<file path="src/rtl/redirect_ctrl_pkg.sv">
// Shared types and constants for the redirect/flush sequencer.
// ROB_DEPTH = 2**ROB_W; epochs wrap modulo 2**EPOCH_W.
package redirect_ctrl_pkg;

    localparam int ROB_W     = 4;
    localparam int EPOCH_W   = 2;
    localparam int SRC_IDX_W = 2;

    typedef enum logic [1:0] {
        RD_IDLE,
        RD_FLUSH,
        RD_DRAIN,
        RD_REDIR
    } redir_state_e;

    // Distance from the ROB head; smaller means older.
    function automatic logic [ROB_W-1:0] rob_age(input logic [ROB_W-1:0] idx,
                                                 input logic [ROB_W-1:0] head);
        return idx - head;
    endfunction

endpackage

</file>
<file path="src/rtl/redirect_ctrl_age_sel.sv">
// Oldest-eligible redirect picker: epoch filter plus ROB-age priority, ties to lowest index.
module redirect_ctrl_age_sel
    import redirect_ctrl_pkg::*;
#(
    parameter int NSRC = 2
) (
    input  logic [NSRC-1:0]         src_valid,
    input  logic [NSRC*ROB_W-1:0]   src_rob_idx,
    input  logic [NSRC*EPOCH_W-1:0] src_epoch,
    input  logic [ROB_W-1:0]        rob_head,
    input  logic [EPOCH_W-1:0]      cur_epoch,
    input  logic                    seq_active,
    input  logic [ROB_W-1:0]        pend_age,
    output logic                    win_valid,
    output logic [SRC_IDX_W-1:0]    win_idx
);

    logic [EPOCH_W-1:0] prev_epoch;
    logic [ROB_W-1:0]   best_age;
    logic [ROB_W-1:0]   age;
    logic [EPOCH_W-1:0] ep;
    logic               elig;

    assign prev_epoch = cur_epoch - EPOCH_W'(1);

    always_comb begin
        win_valid = 1'b0;
        win_idx   = '0;
        best_age  = '0;
        age       = '0;
        ep        = '0;
        elig      = 1'b0;
        for (int i = 0; i < NSRC; i++) begin
            age  = rob_age(src_rob_idx[i*ROB_W +: ROB_W], rob_head);
            ep   = src_epoch[i*EPOCH_W +: EPOCH_W];
            // Previous-epoch requests only matter if they are older than what is in flight.
            elig = src_valid[i] &&
                   ((ep == cur_epoch) ||
                    (seq_active && (ep == prev_epoch) && (age < pend_age)));
            if (elig && (!win_valid || (age < best_age))) begin
                win_valid = 1'b1;
                win_idx   = SRC_IDX_W'(i);
                best_age  = age;
            end
        end
    end

endmodule

</file>
<file path="src/rtl/redirect_ctrl.sv">
// Redirect/flush sequencer: picks the oldest live redirect, bumps the epoch,
// pulses a backend flush, drains, then steers fetch to the new PC.
module redirect_ctrl
    import redirect_ctrl_pkg::*;
#(
    parameter int NSRC         = 2,
    parameter int FLUSH_CYCLES = 2
) (
    input  logic                    clk,
    input  logic                    rst_n,
    input  logic [NSRC-1:0]         src_valid,
    input  logic [NSRC*32-1:0]      src_pc,
    input  logic [NSRC*ROB_W-1:0]   src_rob_idx,
    input  logic [NSRC*EPOCH_W-1:0] src_epoch,
    input  logic [ROB_W-1:0]        rob_head,
    output logic [EPOCH_W-1:0]      cur_epoch,
    output logic                    flush_valid,
    output logic [ROB_W-1:0]        flush_rob_idx,
    output logic                    fetch_redirect_valid,
    output logic [31:0]             fetch_redirect_pc,
    input  logic                    fetch_redirect_ready,
    output logic                    busy
);

    // state    | meaning
    // RD_IDLE  | no redirect in flight
    // RD_FLUSH | one-cycle backend flush pulse
    // RD_DRAIN | wait FLUSH_CYCLES cycles for the backend to settle
    // RD_REDIR | present new PC to fetch until accepted

    localparam int CNT_W = (FLUSH_CYCLES > 1) ? $clog2(FLUSH_CYCLES) : 1;

    redir_state_e        state, state_nxt;
    logic [31:0]         pend_pc;
    logic [ROB_W-1:0]    pend_rob_idx;
    logic [ROB_W-1:0]    pend_age;
    logic [CNT_W-1:0]    cnt;
    logic                win_valid;
    logic [SRC_IDX_W-1:0] win_idx;
    logic [31:0]         win_pc;
    logic [ROB_W-1:0]    win_rob;

    // Head keeps moving while the flush retires, so age is re-derived every cycle.
    assign pend_age = rob_age(pend_rob_idx, rob_head);
    assign busy     = (state != RD_IDLE);

    redirect_ctrl_age_sel #(.NSRC(NSRC)) u_age_sel (
        .src_valid   (src_valid),
        .src_rob_idx (src_rob_idx),
        .src_epoch   (src_epoch),
        .rob_head    (rob_head),
        .cur_epoch   (cur_epoch),
        .seq_active  (busy),
        .pend_age    (pend_age),
        .win_valid   (win_valid),
        .win_idx     (win_idx)
    );

    always_comb begin
        win_pc  = '0;
        win_rob = '0;
        for (int i = 0; i < NSRC; i++) begin
            if (win_idx == SRC_IDX_W'(i)) begin
                win_pc  = src_pc[i*32 +: 32];
                win_rob = src_rob_idx[i*ROB_W +: ROB_W];
            end
        end
    end

    always_ff @(posedge clk or negedge rst_n) begin
        if (!rst_n) begin
            state        <= RD_IDLE;
            cur_epoch    <= '0;
            pend_pc      <= '0;
            pend_rob_idx <= '0;
            cnt          <= '0;
        end else begin
            state <= state_nxt;
            if (win_valid) begin
                pend_pc      <= win_pc;
                pend_rob_idx <= win_rob;
                cur_epoch    <= cur_epoch + EPOCH_W'(1);
            end
            if (state == RD_FLUSH) begin
                cnt <= CNT_W'(FLUSH_CYCLES - 1);
            end else if ((state == RD_DRAIN) && (cnt != '0)) begin
                cnt <= cnt - CNT_W'(1);
            end
        end
    end

    always_comb begin
        state_nxt            = state;
        flush_valid          = 1'b0;
        flush_rob_idx        = '0;
        fetch_redirect_valid = 1'b0;
        fetch_redirect_pc    = '0;
        case (state)
            RD_IDLE: ;
            RD_FLUSH: begin
                flush_valid   = 1'b1;
                flush_rob_idx = pend_rob_idx;
                state_nxt     = RD_DRAIN;
            end
            RD_DRAIN: begin
                if (cnt == '0) state_nxt = RD_REDIR;
            end
            RD_REDIR: begin
                fetch_redirect_valid = 1'b1;
                fetch_redirect_pc    = pend_pc;
                if (fetch_redirect_ready) state_nxt = RD_IDLE;
            end
            default: state_nxt = RD_IDLE;
        endcase
        // A new accepted redirect always restarts the sequence, even over a fetch fire.
        if (win_valid) state_nxt = RD_FLUSH;
    end

endmodule

</file>
<file path="config.mk">
export PLATFORM = sky130hd
export DESIGN_NAME = redirect_ctrl
export DESIGN_NICKNAME = d
export VERILOG_FILES = /design/src/rtl/redirect_ctrl_pkg.sv /design/src/rtl/redirect_ctrl_age_sel.sv /design/src/rtl/redirect_ctrl.sv
export SDC_FILE = /design/constraint.sdc
export NUM_CORES = 1
export LEC_CHECK = 0
export BUFFER_PORTS_ARGS = -buffer_cell sky130_fd_sc_hd__buf_2
export CAP_MARGIN = 20
export CORE_MARGIN = 10
export CORE_UTILIZATION = 48
export DETAILED_ROUTE_END_ITERATION = 8
export GPL_TIMING_DRIVEN = 0
export PLACE_DENSITY_LB_ADDON = 0.1
export SYNTH_ARGS = -nofsm -noshare
export SYNTH_HDL_FRONTEND = slang
export SYNTH_HIERARCHICAL = 1
export SYNTH_SLANG_ARGS = --single-unit
</file>
<file path="constraint.sdc">
create_clock -name clk -period 4.4 [get_ports clk]
set_input_delay 0.22 -clock clk [delete_from_list [all_inputs] [get_ports clk]]
set_output_delay 0.22 -clock clk [all_outputs]
set_load 0.03 [all_outputs]
</file>
; ---- Yosys cells after proc, flatten, opt, wreduce, memory -nomap -nowiden
; Cells that the tools add are included.
[word_totals]
reg_bits = 41
inputBits = 85
wordCells = 59
[op_classes]
addsub = 6
magnitude_cmp = 3
eq_ne = 10
muxes = 18
n_reduce_logical = 17
[ops]
columns = op, n
row1 = 32-bit two-way mux, 3
row2 = 4-bit two-way mux, 4
row3 = 4-bit less-than comparator, 3
row4 = 4-bit subtractor, 3
row5 = 2-bit == test, 4
row6 = 1-bit logical AND, 8
row7 = 1-bit two-way mux, 7
row8 = 2-bit two-way mux, 3
row9 = "3-bit by 2-bit != test with 1-bit output, second input constant", 2
row10 = 2-bit case mux with 3 select lines, 1
row11 = "2-bit by 1-bit == test with 1-bit output, second input constant", 2
row12 = "2-bit == test, second input constant", 2
row13 = 2-bit nonzero test, 2
row14 = 4-bit nonzero test, 1
row15 = 1-bit logical OR, 3
row16 = 3-bit AND reduction, 1
row17 = "2-bit by 1-bit adder with 2-bit output, second input constant", 1
row18 = 2-bit logical NOT, 1
row19 = "2-bit by 1-bit subtractor with 2-bit output, second input constant", 1
row20 = 1-bit logical NOT, 1
row21 = "1-bit subtractor, second input constant", 1

; ---- Depth between registers and ports, before layout
; Gate-level depths: netlist of run 1.
[depth]
word_depth = 14
depth_mapped = 19
depth_no_buf = 17

; ---- By module
; Netlist of run 1, hierarchy kept.
[modules_own_cells]
columns = module, n_inst, cells_each, area_per_inst_um2, seq_area_each_um2
row1 = redirect_ctrl, 1, 237, 2359.8, 1026.0
row2 = redirect_ctrl_age_sel, 1, 70, 584.3, 0.0

; ---- Least setup slack after synthesis of run 1
; No wires, ideal clock.
[synth_path]
path_kind = reg2reg
from = reg pend_rob_idx[0]
to = reg pend_pc[10]
setup_ns = 0.133
arrival_time_ns = 3.470
setup_slack_ns = 0.798
stages_incl_launch_ff = 20
n_path_buf = 2
path_cell_list = dfrtp_1 > inv_1 > ha_1 > inv_1 > fa_1 > xor2_1 > inv_1 > ha_1 > o21ai_0 > a21oi_1 > o32ai_2 > nand3_1 > ha_1 > a211oi_1 > o21bai_1 > a31oi_1 > buf_4 > buf_4 > mux2i_1 > o22ai_1
[synth_via]
elab_chain_len = 13
word_cells_on_any_way = 21
cone_classes = add/sub: 1 / order compare: 3 / eq/ne: 1 / mux: 6 / reduce/logical: 10
[synth_rtl]
columns = element, line
row1 = "start, declared", redirect_ctrl.sv:35  ; logic [ROB_W-1:0] pend_rob_idx;
row2 = "start signal, assigned", redirect_ctrl.sv:81  ; pend_rob_idx <= win_rob;
row3 = 4-bit subtractor *, redirect_ctrl_pkg.sv:19  ; return idx - head;
row4 = via pend_age[2], redirect_ctrl.sv:36  ; logic [ROB_W-1:0] pend_age;
row5 = 4-bit less-than comparator, redirect_ctrl_age_sel.sv:39  ; (seq_active && (ep == prev_epoch) && (age < pend_age)));
row6 = 1-bit logical AND, redirect_ctrl_age_sel.sv:39
row7 = 1-bit logical OR, redirect_ctrl_age_sel.sv:38  ; ((ep == cur_epoch) ||
row8 = 1-bit logical AND, redirect_ctrl_age_sel.sv:37  ; elig = src_valid[i] &&
row9 = 4-bit two-way mux or 1-bit two-way mux (tied branches), redirect_ctrl_age_sel.sv:40  ; if (elig && (!win_valid || (age < best_age))) begin
row10 = 4-bit less-than comparator or 1-bit logical NOT (tied branches), redirect_ctrl_age_sel.sv:40
row11 = 1-bit logical OR, redirect_ctrl_age_sel.sv:40
row12 = 1-bit logical AND *, redirect_ctrl_age_sel.sv:40
row13 = 1-bit two-way mux *, redirect_ctrl_age_sel.sv:40
row14 = via win_idx[0], redirect_ctrl.sv:39  ; logic [SRC_IDX_W-1:0] win_idx;
row15 = 2-bit logical NOT, redirect_ctrl.sv:63  ; if (win_idx == SRC_IDX_W'(i)) begin
row16 = 32-bit two-way mux, redirect_ctrl.sv:63
row17 = 32-bit two-way mux *, redirect_ctrl.sv:63
row18 = "end signal, assigned", redirect_ctrl.sv:80  ; pend_pc <= win_pc;
row19 = "end, declared", redirect_ctrl.sv:34  ; logic [31:0] pend_pc;
; Mark *: on every way through the listed nets, which the timed path passes. The rest lies on a longest branch.
; A chain may end at the register's enable or synchronous reset.

; ---- Worst setup path after layout of run 1
[layout_path]
from = reg pend_rob_idx[0]
to = reg pend_pc[31]
; Same word-level chain as after synthesis.

==> impl_summary.log, run 1 <==
INFO  metric totalNegativeSetupSlack = 0 ps
INFO  metric final-seq-area = approximately 1000 um2
INFO  metric cts.sink_count = 41
INFO  metric row_count = 28
INFO  metric post_synthesis_simple_gate_area_fraction = 0.116
INFO  metric dr.pass1.iters = 4
INFO  metric reg_to_reg_endpoint = pend_pc[31]$_DFFE_PN0P_
INFO  metric io-pin-count = between 100 and 150
INFO  metric synth_top_cell_by_area = dfrtp_1
INFO  metric detail_route.iter0.violations = between 60 and 70
INFO  metric grt_usage = 0.161
INFO  metric synth_top_area_share = 0.348
INFO  metric internal-power = between 1000 and 1500 uW
INFO  metric synth-compound-area-share = 0.132
INFO  metric drv_cap = 0
INFO  metric tightest_slew = roughly 930 ps
INFO  metric synthCells = between 300 and 400
INFO  metric critical_path.endpoint = pend_pc[31]$_DFFE_PN0P_
INFO  metric reg2reg_depth = 19
INFO  metric design.final.nets = 550
INFO  metric tritoncts.num_buffers = 5
INFO  metric initial_antenna_violation_count = 0
INFO  metric detailed_place_hpwl = around 6500 um
INFO  metric overflow = 0
INFO  metric wl_per_cell = about 16 um
INFO  metric layout.cell_area.non_filler = 3760 um2
INFO  metric synth_ff_type = dfrtp_1
INFO  metric ant_nets = 0
INFO  metric cp_top_family = compound AO/OA/AOI/OAI gates
INFO  metric post-cts-setup-buffer-count = 0
INFO  metric route.final.wire_length = around 8000 um
INFO  metric synth.top_cells.by_area = dfrtp_1 (35%), mux2i_1 (13%), ha_1 (9.8%), o22ai_1 (7.6%), and2_1 (7.2%)
INFO  metric fp.dieArea = ~9700 um2
INFO  metric clk_root_buffer_cell = clkbuf_8
INFO  metric synth.yosys.seq_area_share = 0.348
INFO  metric cp-end-kind = register
INFO  metric reg2reg_slack = around 270 ps
INFO  metric fmax = 0.242 GHz
INFO  metric total_power = approximately 2400 uW
INFO  metric crit_start = pend_rob_idx[0]$_DFFE_PN0P_
INFO  metric slowest_stage_cell_crit_path = dfrtp_1
INFO  metric critical_path_cell_count = 19
INFO  metric remaining_drc_errors = 0
INFO  metric p_sw_frac = 0.462
INFO  metric clockBufferDepth = 2
INFO  metric area_growth = 27.9%
INFO  metric r2r-start = pend_rob_idx[0]$_DFFE_PN0P_
INFO  metric endpoint_required_time_on_the_critical_path = 4570 ps
INFO  metric hold_path_class = input pin to async pin
INFO  metric synth.most_common_cell = inv_1
INFO  metric synth_edf_count = 0
INFO  metric cp_max_fo = 10
INFO  metric net-switching-power = 1100 uW
INFO  metric global_route_wire_length_before_repair = between 10000 and 15000 um
INFO  metric worst_clock_skew = about 4.3 ps
INFO  metric syn_area = between 2000 and 3000 um2
INFO  metric crit_path_cells = inv_1 > ha_1 > inv_1 > fa_1 > xor2_1 > inv_1 > ha_1 > o21ai_0 > a21oi_1 > o32ai_4 > nand3_1 > ha_1 > a211oi_1 > o21bai_1 > a31oi_1 > buf_4 > buf_4 > mux2i_1 > o22ai_1
INFO  metric maxSlewViolCount = 0
INFO  metric globalplace.congestion = 0.776
INFO  metric setup_viol = 0
INFO  metric leak = approximately 0.002 uW
INFO  metric clkPwrFrac = 0.108
INFO  metric worst-path-buf-inv = 5
INFO  metric synthesis.yosys.warnings = 6
INFO  metric seq_power_share = 0.259
INFO  metric cell_variety_after_synth = 40
INFO  metric setup_ws = 269 ps
INFO  metric coreArea = 5920 um2
INFO  metric fp.dieW = about 98 um
INFO  metric yosys_register_bits = 41
INFO  metric synth_top_family_by_area = multiplexers
INFO  metric async_reset_ff_frac = 1.00
INFO  metric worst_ep_arrival_time = 4300 ps
INFO  metric multi_input_comb_area = about 1600 um2
INFO  metric effective_utilization_at_floorplan = 0.497
INFO  metric grt_max_degree = 42
INFO  metric route.detailed.vias_per_inst = 4.96
INFO  metric pwr_density_cell = 632 nW/um2
INFO  metric synth_mux_area_frac = 0.134
INFO  metric ctsHtreeMaxLevel = 2
INFO  metric synthTopCellsByCount = inv_1 (54), dfrtp_1 (41), mux2i_1 (38)
INFO  metric synth_fp_nets = ~420
INFO  metric drive_above_1_share = 0.344
INFO  metric preCtsSetupSlack = 236 ps
INFO  metric start_kind = register
INFO  metric clkSlewWorstSetupHoldPaths = 80 ps
INFO  metric timing_hold_violations_final = 0
INFO  metric synth_xor_xnor_area_share = 0.0442
INFO  metric placement.io_buffers = roughly 130
INFO  metric ir_worst_vdd = about 490 uV
INFO  metric path_class = register to register
INFO  metric maxSlewHeadroom = 0.382
INFO  metric die-height = 98.3 um
INFO  metric grt_pass1_vias = approximately 2700
INFO  metric fillCellCount = roughly 530
INFO  metric period_minus_ws_final = 4130 ps
INFO  metric power.combinational.fraction = 0.633
INFO  metric tritoncts = done
INFO  metric syn_avg_cell_area = about 9.6 um2
INFO  metric antenna_cells = 0
INFO  metric status = completed
INFO  metric min_period_over_period = 0.939
INFO  metric via_count = 2549
INFO  metric clock_latency = slightly below 300 ps
INFO  metric fin_worst_hold_slack = roughly 64 ps
INFO  metric synthAdderAreaFrac = 0.118
INFO  metric placed_cell_area = roughly 3700 um2
INFO  metric slowest_delay = approximately 380 ps
## power by group through the flow
stage | combinational (uW) | sequential [uW] | clock [uW]
floorplan | 1120 | 623 | 0
global placement | 1470 | 619 | 0
detailed placement | 1500 | 624 | 0
CTS | 1510 | 617 | 264
global route | 1660 | 638 | 283
finish | 1510 | 616 | 258
## flip-flops by register name (all words and copies together), names as in the netlist
register / cells
pend_pc: 32
cur_epoch: 2
state: 2
cnt: 1
pend_rob_idx: 4
## area by class of cell
| class | instances | area share |
|---|---|---|
| plain buffers | 17 | 0.0289 |
| clock buffers | 6 | 0.0219 |
| clock inverters | 1 | 0.00199 |
| inverters | 54 | 0.0538 |
| multi-input cells | 195 | 0.430 |
| flip-flops and latches | 41 | 0.273 |
| well taps | 75 | 0.0249 |
| repair buffers | 125 | 0.166 |
## worst reg2reg max path: stages, from the launching register on
cell	delay, ps
dfrtp_1	380
inv_1	80
ha_1	190
inv_1	70
fa_1	370
xor2_1	160
inv_1	100
ha_1	290
o21ai_0	160
a21oi_1	90
o32ai_4	370
nand3_1	130
ha_1	290
a211oi_1	220
o21bai_1	110
a31oi_1	170
buf_4	220
buf_4	260
mux2i_1	270
o22ai_1	90
## cells by family (layout without fill, tap and decap cells)
kind of cell    after synthesis  count (layout)
fa+ha+maj                    26              26
other cells                   1               1
simple gates                 56              56
buf+inv                      71             203
flops                        41              41
compound gates               59              59
mux                          39              39
xor+xnor                     14              14
## cells in the final DEF, fill, tap and decap left out, types with 2 or more instances in the layout
master / synthesis / routed
fa_1: 3 / 3
nand2_1: 2 / 2
dfrtp_1: 41 / 41
clkbuf_8: 0 / 6
xor2_1: 6 / 6
buf_6: 3 / 3
a31oi_1: 2 / 2
a21o_1: 2 / 2
a21oi_1: 4 / 4
o21ai_0: 5 / 5
and2_2: 2 / 2
mux2i_1: 38 / 38
nand2b_1: 3 / 3
buf_2: 3 / 128
inv_1: 54 / 54
nor2_1: 4 / 4
buf_4: 5 / 5
nor2b_1: 4 / 4
nand3_1: 3 / 3
clkbuf_1: 6 / 6
ha_1: 23 / 23
xnor2_1: 7 / 7
and2_1: 34 / 34
o22ai_1: 36 / 36
## timing repair
| action | CTS | global route |
|---|---|---|
| resized for setup | 0 | 1 |
| hold endpoints to repair | 0 | 0 |
| hold buffers | 0 | 0 |
| endpoints found under the setup margin | 0 | 12 |
## per-layer routing
| metal | vias up | part of all wire | GRT usage | wire length, um |
|---|---|---|---|---|
| met1 | 1170 | 0.44 | 0.193 | 3500 |
| met5 | - | 0 | 0 | 0 |
| met3 | 10 | 0.079 | 0.0536 | 632 |
| met2 | 78 | 0.47 | 0.268 | 3800 |
| li1 | 1291 | - | - | - |
| met4 | 0 | 0.012 | 0.0408 | 95 |
## stage by stage
step | util | std cells
5_1_grt | 0.636 | 514
3_5_place_dp | 0.619 | 507
3_3_place_gp | 0.619 | 507
2_1_floorplan | - | 307
4_1_cts | 0.634 | 514
6_report | 0.636 | 514
## how the worst min path moves through the flow
stage	end	slack (ps)	depth (start not counted)
floorplan	cnt$_DFFE_PN0P_	-80	0
global placement	pend_pc[3]$_DFFE_PN0P_	420	1
detailed placement	pend_pc[3]$_DFFE_PN0P_	410	1
CTS	pend_pc[5]$_DFFE_PN0P_	100	1
global route	pend_pc[3]$_DFFE_PN0P_	140	1
finish	pend_pc[3]$_DFFE_PN0P_	60	1
(Power assumes the default switching activity.)
==> inputs of run 2 (changes only) <==
SETUP_SLACK_MARGIN = 0.3   (was not set)
==> run 2 against run 1 <==
Against the previous run: sequential power is essentially flat; total power grew 4.8%; fmax grew 6.8%; routed wire length grew 0.87%; flip-flop and latch count is the same; cell count grew 1.8%; hold slack gained 2.2 ps; final area grew 3.2%; die area is the same; via count grew 1.3%; critical path type unchanged.
==> impl_summary.log, run 2 (synthesis results as in run 1) <==
INFO  metric status = completed
INFO  metric total_power = 2500 uW (+4.8%)
INFO  metric clkSlewWorstSetupHoldPaths = 80 ps (about the same)
INFO  metric global_route_wire_length_before_repair = 13000 um (+0.15%)
INFO  metric pwr_density_cell = 643 nW/um2 (+1.6%)
INFO  metric route.final.wire_length = 8090 um (+0.87%)
INFO  metric tritoncts.num_buffers = 5 (unchanged)
INFO  metric detail_route.iter0.violations = 60 (-3.2%)
INFO  metric remaining_drc_errors = 0 (unchanged)
INFO  metric ir_worst_vdd = 497 uV (+0.64%)
INFO  metric grt_setup_unrepaired = false
INFO  metric maxSlewViolCount = 0 (unchanged)
INFO  metric clock_latency = 290 ps (about the same)
INFO  metric r2r-start = pend_rob_idx[0]$_DFFE_PN0P_
INFO  metric antenna_cells = 0 (unchanged)
INFO  metric start_kind = register
INFO  metric cts.sink_count = 41 (unchanged)
INFO  metric cts_hold_buffers = 0 (unchanged)
INFO  metric mostFrequentLayoutCell = buf_2
INFO  metric placement.io_buffers = 125 (unchanged)
INFO  metric biggestRegsByFlops = pend_pc x32, pend_rob_idx x4
INFO  metric drive_above_1_share = 0.368 (+0.0243)
INFO  metric fmax = 0.259 GHz (+6.8%)
INFO  metric setup_viol = 0 (unchanged)
INFO  metric wl_per_cell = 15.5 um (-0.86%)
INFO  metric clockBufferDepth = 2 (unchanged)
INFO  metric period_minus_ws_final = 3870 ps (-265 ps)
INFO  metric overflow = 0 (unchanged)
INFO  metric regMostFlops = pend_pc
INFO  metric post_layout_nonfiller_instances = 523 (+1.8%)
INFO  metric endpoint_required_time_on_the_critical_path = 4560 ps (about the same)
INFO  metric detailed_place_hpwl = 6490 um (unchanged)
INFO  metric die-height = 98.3 um (unchanged)
INFO  metric multi_input_comb_area = 1650 um2 (+1.9%)
INFO  metric ant_nets = 0 (unchanged)
INFO  metric globalplace.congestion = 0.776 (unchanged)
INFO  metric grt_pass1_vias = 2692 (+0.19%)
INFO  metric timing_hold_violations_final = 0 (unchanged)
INFO  metric finalCoreUtilization = 0.656 (+0.0201)
INFO  metric hold_path_class = input pin to async pin
INFO  metric cp_max_fo = 7 (-3)
INFO  metric tritoncts = done
INFO  metric worst_ep_arrival_time = 4030 ps (-270 ps)
INFO  metric cp-end-kind = register
INFO  metric via_count = 2583 (+1.3%)
INFO  metric io-pin-count = 126 (unchanged)
INFO  metric clk_root_buffer_cell = clkbuf_8
INFO  metric maxSlewHeadroom = 0.381 (-0.000935)
INFO  metric drv_cap = 0 (unchanged)
INFO  metric grt_usage = 0.161 (+0.000290)
INFO  metric route.detailed.vias_per_inst = 4.94 (-0.41%)
INFO  metric path_class = register to register
INFO  metric design.final.nets = 559 (+1.6%)
INFO  metric row_count = 28 (unchanged)
INFO  metric placed_cell_area = 3660 um2 (unchanged)
INFO  metric coreArea = 5920 um2 (unchanged)
INFO  metric fp.dieArea = 9670 um2 (unchanged)
INFO  metric totalNegativeSetupSlack = 0 ps (unchanged)
INFO  metric dr.pass1.iters = 4 (unchanged)
INFO  metric tightest_slew = 929 ps (+1.40 ps)
INFO  metric area_growth = 31.9%
INFO  metric fp.dieW = 98.3 um (unchanged)
INFO  metric worst_clock_skew = 2.54 ps (-1.75 ps)
INFO  metric leak = 0.00204 uW (+2.8%)
INFO  metric effective_utilization_at_floorplan = 0.497 (unchanged)
INFO  metric largest_reg_flops = 32 (unchanged)
INFO  metric min_period_over_period = 0.879 (-0.0602)
INFO  metric grt_max_degree = 42 (unchanged)
INFO  metric final_cell_mix = buf_2 (128), inv_1 (53), dfrtp_1 (41)
INFO  metric final-seq-area = 1030 um2 (unchanged)
INFO  metric fillCellCount = 521 (-2.3%)
INFO  metric place.detailed.instances = 507 (unchanged)
INFO  metric ctsHtreeMaxLevel = 2 (unchanged)
INFO  metric layout.cell_area.non_filler = 3880 um2 (+3.2%)
INFO  metric initial_antenna_violation_count = 0 (unchanged)
INFO  metric crit_start = pend_rob_idx[0]$_DFFE_PN0P_
-- run 2: cell types whose count changed in the layout (fill, tap and decap cells not counted), sizes merged --
cell	previous run	this run
buf	136	145
-- run 2: final timing paths --
kind,end,slack [ps],cells past startpoint
worst max-delay path,pend_pc[29]$_DFFE_PN0P_,530,21
worst min-delay path,pend_pc[3]$_DFFE_PN0P_,70,1
worst max register to register,pend_pc[29]$_DFFE_PN0P_,530,21
worst min register to register,pend_pc[28]$_DFFE_PN0P_,520,2
max in group asynchronous,pend_rob_idx[1]$_DFFE_PN0P_,3760,1
min in group clk,pend_pc[18]$_DFFE_PN0P_,200,3
-- run 2: routing by layer --
metal / track usage / vias up / wire (um) / part of all wire
met5: 0 / - / 0 / 0
met4: 0.0408 / 0 / 91 / 0.011
met3: 0.0536 / 10 / 602 / 0.074
met2: 0.269 / 83 / 3850 / 0.48
met1: 0.193 / 1176 / 3550 / 0.44
li1: - / 1314 / - / -
-- run 2: metrics by stage --
step / hold slack (ps) / setup slack [ps]
4_1_cts: 103 / 423
3_5_place_dp: 412 / 236
5_1_grt: 137 / 335
6_report: 66.4 / 533
3_3_place_gp: 419 / 317
2_1_floorplan: -75.6 / 798
-- run 2: layout make-up --
cell class	count	share of cell area
Multi-Input combinational cell	195	0.424
Sequential cell	41	0.264
Timing Repair Buffer	134	0.178
Inverter	54	0.0522
Buffer	17	0.0335
Tap cell	75	0.0242
Clock buffer	6	0.0213
Clock inverter	1	0.00193
-- run 2: worst max-delay path, stage by stage, from the launching register on --
cell and delay [ps]:
dfrtp_1 390, inv_2 80, ha_4 130, inv_1 50, fa_1 370, xor2_1 170, inv_1 100, ha_1 290
o21ai_1 120, a21oi_1 60, o32ai_2 310, buf_4 170, nand3_1 70, ha_1 200, a211oi_1 190, o21bai_1 130
a31oi_1 170, buf_4 200, buf_4 130, buf_4 110, mux2i_1 200, o22ai_1 90
-- run 2: timing repair --
action | 4_1_cts | 5_1_grt
pin swaps | 1 | 1
setup buffers | 2 | 7
setup endpoints to repair | 12 | 30
gates resized for setup | 0 | 15
-- run 2: power breakdown --
part,internal (uW),leakage (uW),switching [uW]
clock network,124,0.0000433,131
registers,528,0.000527,88.6
logic,724,0.00147,900
==> inputs of run 3 (changes only) <==
CELL_PAD_IN_SITES_DETAIL_PLACEMENT = 1   (was not set)
CELL_PAD_IN_SITES_GLOBAL_PLACEMENT = 1   (was not set)
CORE_UTILIZATION = 35   (was 48)
==> run 3 against run 2 <==
Against the previous run: count of clock-buffer cells in the layout did not move; die area increased by 29%; non-clock buffer count increased by 4; highest routed layer unchanged; global-route usage is 1.7 points lower; routed wire length rose by 23%; clock power is 2% higher; via count increased by 3.9%; largest cell class unchanged; sequential power increased by 0.6%; critical endpoint is now pend_pc[0]$_DFFE_PN0P_; flip-flop and latch count stayed put.
==> impl_summary.log, run 3 (synthesis results as in run 1) <==
INFO  metric hold_path_class = input pin to register
INFO  metric final-seq-area = 1030 um2 (unchanged)
INFO  metric remaining_drc_errors = 0 (unchanged)
INFO  metric met1_track_demand_over_resource = 0.178 (-0.0154)
INFO  metric initial_antenna_violation_count = 0 (unchanged)
INFO  metric route.detailed.vias_per_inst = 4.82 (-2.5%)
INFO  metric timing_hold_violations_final = 0 (unchanged)
INFO  metric slowest_stage_cell_crit_path = fa_2
INFO  metric grt_max_degree = 42 (unchanged)
INFO  metric regMostFlops = pend_pc
INFO  metric route.final.wire_length = 9970 um (+23%)
INFO  metric final_cell_mix = buf_2 (128), inv_1 (51), dfrtp_1 (41)
INFO  metric globalRouteMet3Util = 0.0456 (-0.00793)
INFO  metric worst_ep_arrival_time = 4120 ps (+90 ps)
INFO  metric endpoint_required_time_on_the_critical_path = 4570 ps (about the same)
INFO  metric multi_input_comb_area = 1740 um2 (+5.8%)
INFO  metric slowest_delay = 570 ps (+180 ps)
INFO  metric reg2reg_depth = 19 (-9.5%)
INFO  metric hold_path_depth = 3
INFO  metric worst-path-buf-inv = 6 (-1)
INFO  metric globalplace.congestion = 0.785 (+1.2%)
INFO  metric ant_nets = 0 (unchanged)
INFO  metric critical_path_cell_count = 19 (-9.5%)
INFO  metric drive_above_1_share = 0.405 (+0.0366)
INFO  metric grt_pass1_vias = 2934 (+9.0%)
INFO  metric dr.pass1.iters = 4 (unchanged)
INFO  metric detail_route.iter0.violations = 72 (+20%)
INFO  metric setup_viol = 0 (unchanged)
INFO  metric path_class = register to register
INFO  metric status = completed
INFO  metric drv_cap = 0 (unchanged)
INFO  metric biggestRegsByFlops = pend_pc x32, pend_rob_idx x4
INFO  metric effective_utilization_at_floorplan = 0.358 (-0.139)
INFO  metric design.final.nets = 563 (+0.72%)
INFO  metric die-height = 112 um (+14%)
INFO  metric grt_usage = 0.144 (-0.0169)
INFO  metric crit_path_cells = inv_2 > ha_4 > inv_2 > fa_2 > inv_2 > ha_4 > a21bo_2 > a21oi_2 > o32ai_4 > buf_4 > nand4b_1 > ha_1 > o21ai_2 > o21bai_1 > a31oi_1 > buf_6 > buf_12 > mux2i_4 > o22ai_1
INFO  metric wl_per_cell = 17.9 um (+16%)
INFO  metric min_period_over_period = 0.898 (+0.0188)
INFO  metric fmax = 0.253 GHz (-2.1%)
INFO  metric fillCellCount = 979 (+88%)
INFO  metric cp_top_family = adder cells
INFO  metric clock_latency = 290 ps (about the same)
INFO  metric tritoncts = done
INFO  metric period_minus_ws_final = 3950 ps (+82.7 ps)
INFO  metric mostFrequentLayoutCell = buf_2
INFO  metric fp.dieArea = 12500 um2 (+29%)
INFO  metric cp-end-kind = register
INFO  metric area_growth = 39.6%
INFO  metric global_route.peak_usage_layer = met2
INFO  metric total_power = 2750 uW (+10%)
INFO  metric cts.sink_count = 41 (unchanged)
INFO  metric cp_max_fo = 8 (+1)
INFO  metric tritoncts.num_buffers = 5 (unchanged)
INFO  metric largest_reg_flops = 32 (unchanged)
INFO  metric timing.critical_path.mode_cell = inv_2
INFO  metric via_count = 2683 (+3.9%)
INFO  metric clk_root_buffer_cell = clkbuf_8
INFO  metric antenna_cells = 0 (unchanged)
INFO  metric worst_clock_skew = 3.56 ps (+1.02 ps)
INFO  metric fp.dieW = 112 um (+14%)
INFO  metric row_count = 33 (+18%)
INFO  metric pwr_density_cell = 668 nW/um2 (+3.9%)
INFO  metric leak = 0.00209 uW (+2.2%)
INFO  metric clockBufferDepth = 2 (unchanged)
INFO  metric ir_worst_vdd = 376 uV (-24%)
INFO  metric totalNegativeSetupSlack = 0 ps (unchanged)
INFO  metric global_route_wire_length_before_repair = 15000 um (+15%)
INFO  metric clkSlewWorstSetupHoldPaths = 80 ps (about the same)
INFO  metric detailed_place_hpwl = 7590 um (+17%)
INFO  metric maxSlewViolCount = 0 (unchanged)
INFO  metric placement.io_buffers = 125 (unchanged)
INFO  metric grt_util_met2 = 0.237 (-0.0323)
INFO  metric start_kind = register
INFO  metric coreArea = 8220 um2 (+39%)
INFO  metric grt_setup_unrepaired = false
INFO  metric overflow = 0 (unchanged)
INFO  metric io-pin-count = 126 (unchanged)
INFO  metric ctsHtreeMaxLevel = 2 (unchanged)
[run 3: area by class of cell]
cell class | instances | area share
Multi-Input combinational cell | 195 | 0.424
Timing Repair Buffer | 138 | 0.188
Clock buffer | 6 | 0.0201
Tap cell | 105 | 0.0320
Inverter | 54 | 0.0493
Buffer | 17 | 0.0347
Sequential cell | 41 | 0.250
Clock inverter | 1 | 0.00183
[run 3: worst register-to-register path, delay by kind of cell (launching register included)]
kind / cells / cell delay, ps
adders and majority gates: 4 / 1240
AOI/OAI and AO/OA: 7 / 1070
buffers and inverters: 6 / 780
DFF: 1 / 400
muxes: 1 / 250
and+or+nand+nor: 1 / 100
[run 3: worst paths after layout]
check,from,to,slack (ps)
setup / recovery,pend_rob_idx[0]$_DFFE_PN0P_,pend_pc[0]$_DFFE_PN0P_,450
max in group asynchronous,rst_n,cnt$_DFFE_PN0P_,3620
min in group asynchronous,rst_n,pend_pc[2]$_DFFE_PN0P_,320
setup reg to reg,pend_rob_idx[0]$_DFFE_PN0P_,pend_pc[0]$_DFFE_PN0P_,450
hold / removal,src_pc[2],pend_pc[2]$_DFFE_PN0P_,190
hold reg to reg,pend_pc[31]$_DFFE_PN0P_,pend_pc[31]$_DFFE_PN0P_,530
[run 3: through the flow]
stage / hold slack [ps] / std cells / util / cell area (um2) / worst slack (ps)
finish: 190 / 557 / 0.500 / 4110 / 451
CTS: 118 / 549 / 0.466 / 3830 / 331
detailed placement: 441 / 537 / 0.450 / 3700 / 140
global route: 200 / 557 / 0.500 / 4110 / 227
floorplan: -75.6 / 307 / - / 2940 / 798
global placement: 440 / 537 / 0.450 / 3700 / 207
[run 3: where the power goes]
group,leakage (uW),internal [uW],switching (uW)
Clock,0.0000433,124,136
Combinational,0.00152,844,1020
Sequential,0.000527,528,92.6
[run 3: repair_timing]
item | CTS | global route
setup buffers | 5 | 4
hold endpoints to repair | 0 | 8
hold buffers | 0 | 1
pin swaps | 1 | 10
gates resized for setup | 1 | 36
gates cloned | 0 | 2
setup endpoints to repair | 30 | 36
[run 3: layer usage]
| layer | wire, um | vias up | share of wire |
|---|---|---|---|
| met2 | 4850 | 82 | 0.49 |
| met4 | 123 | 0 | 0.012 |
| met5 | 0 | - | 0 |
| li1 | - | 1318 | - |
| met1 | 4300 | 1273 | 0.43 |
| met3 | 696 | 10 | 0.070 |
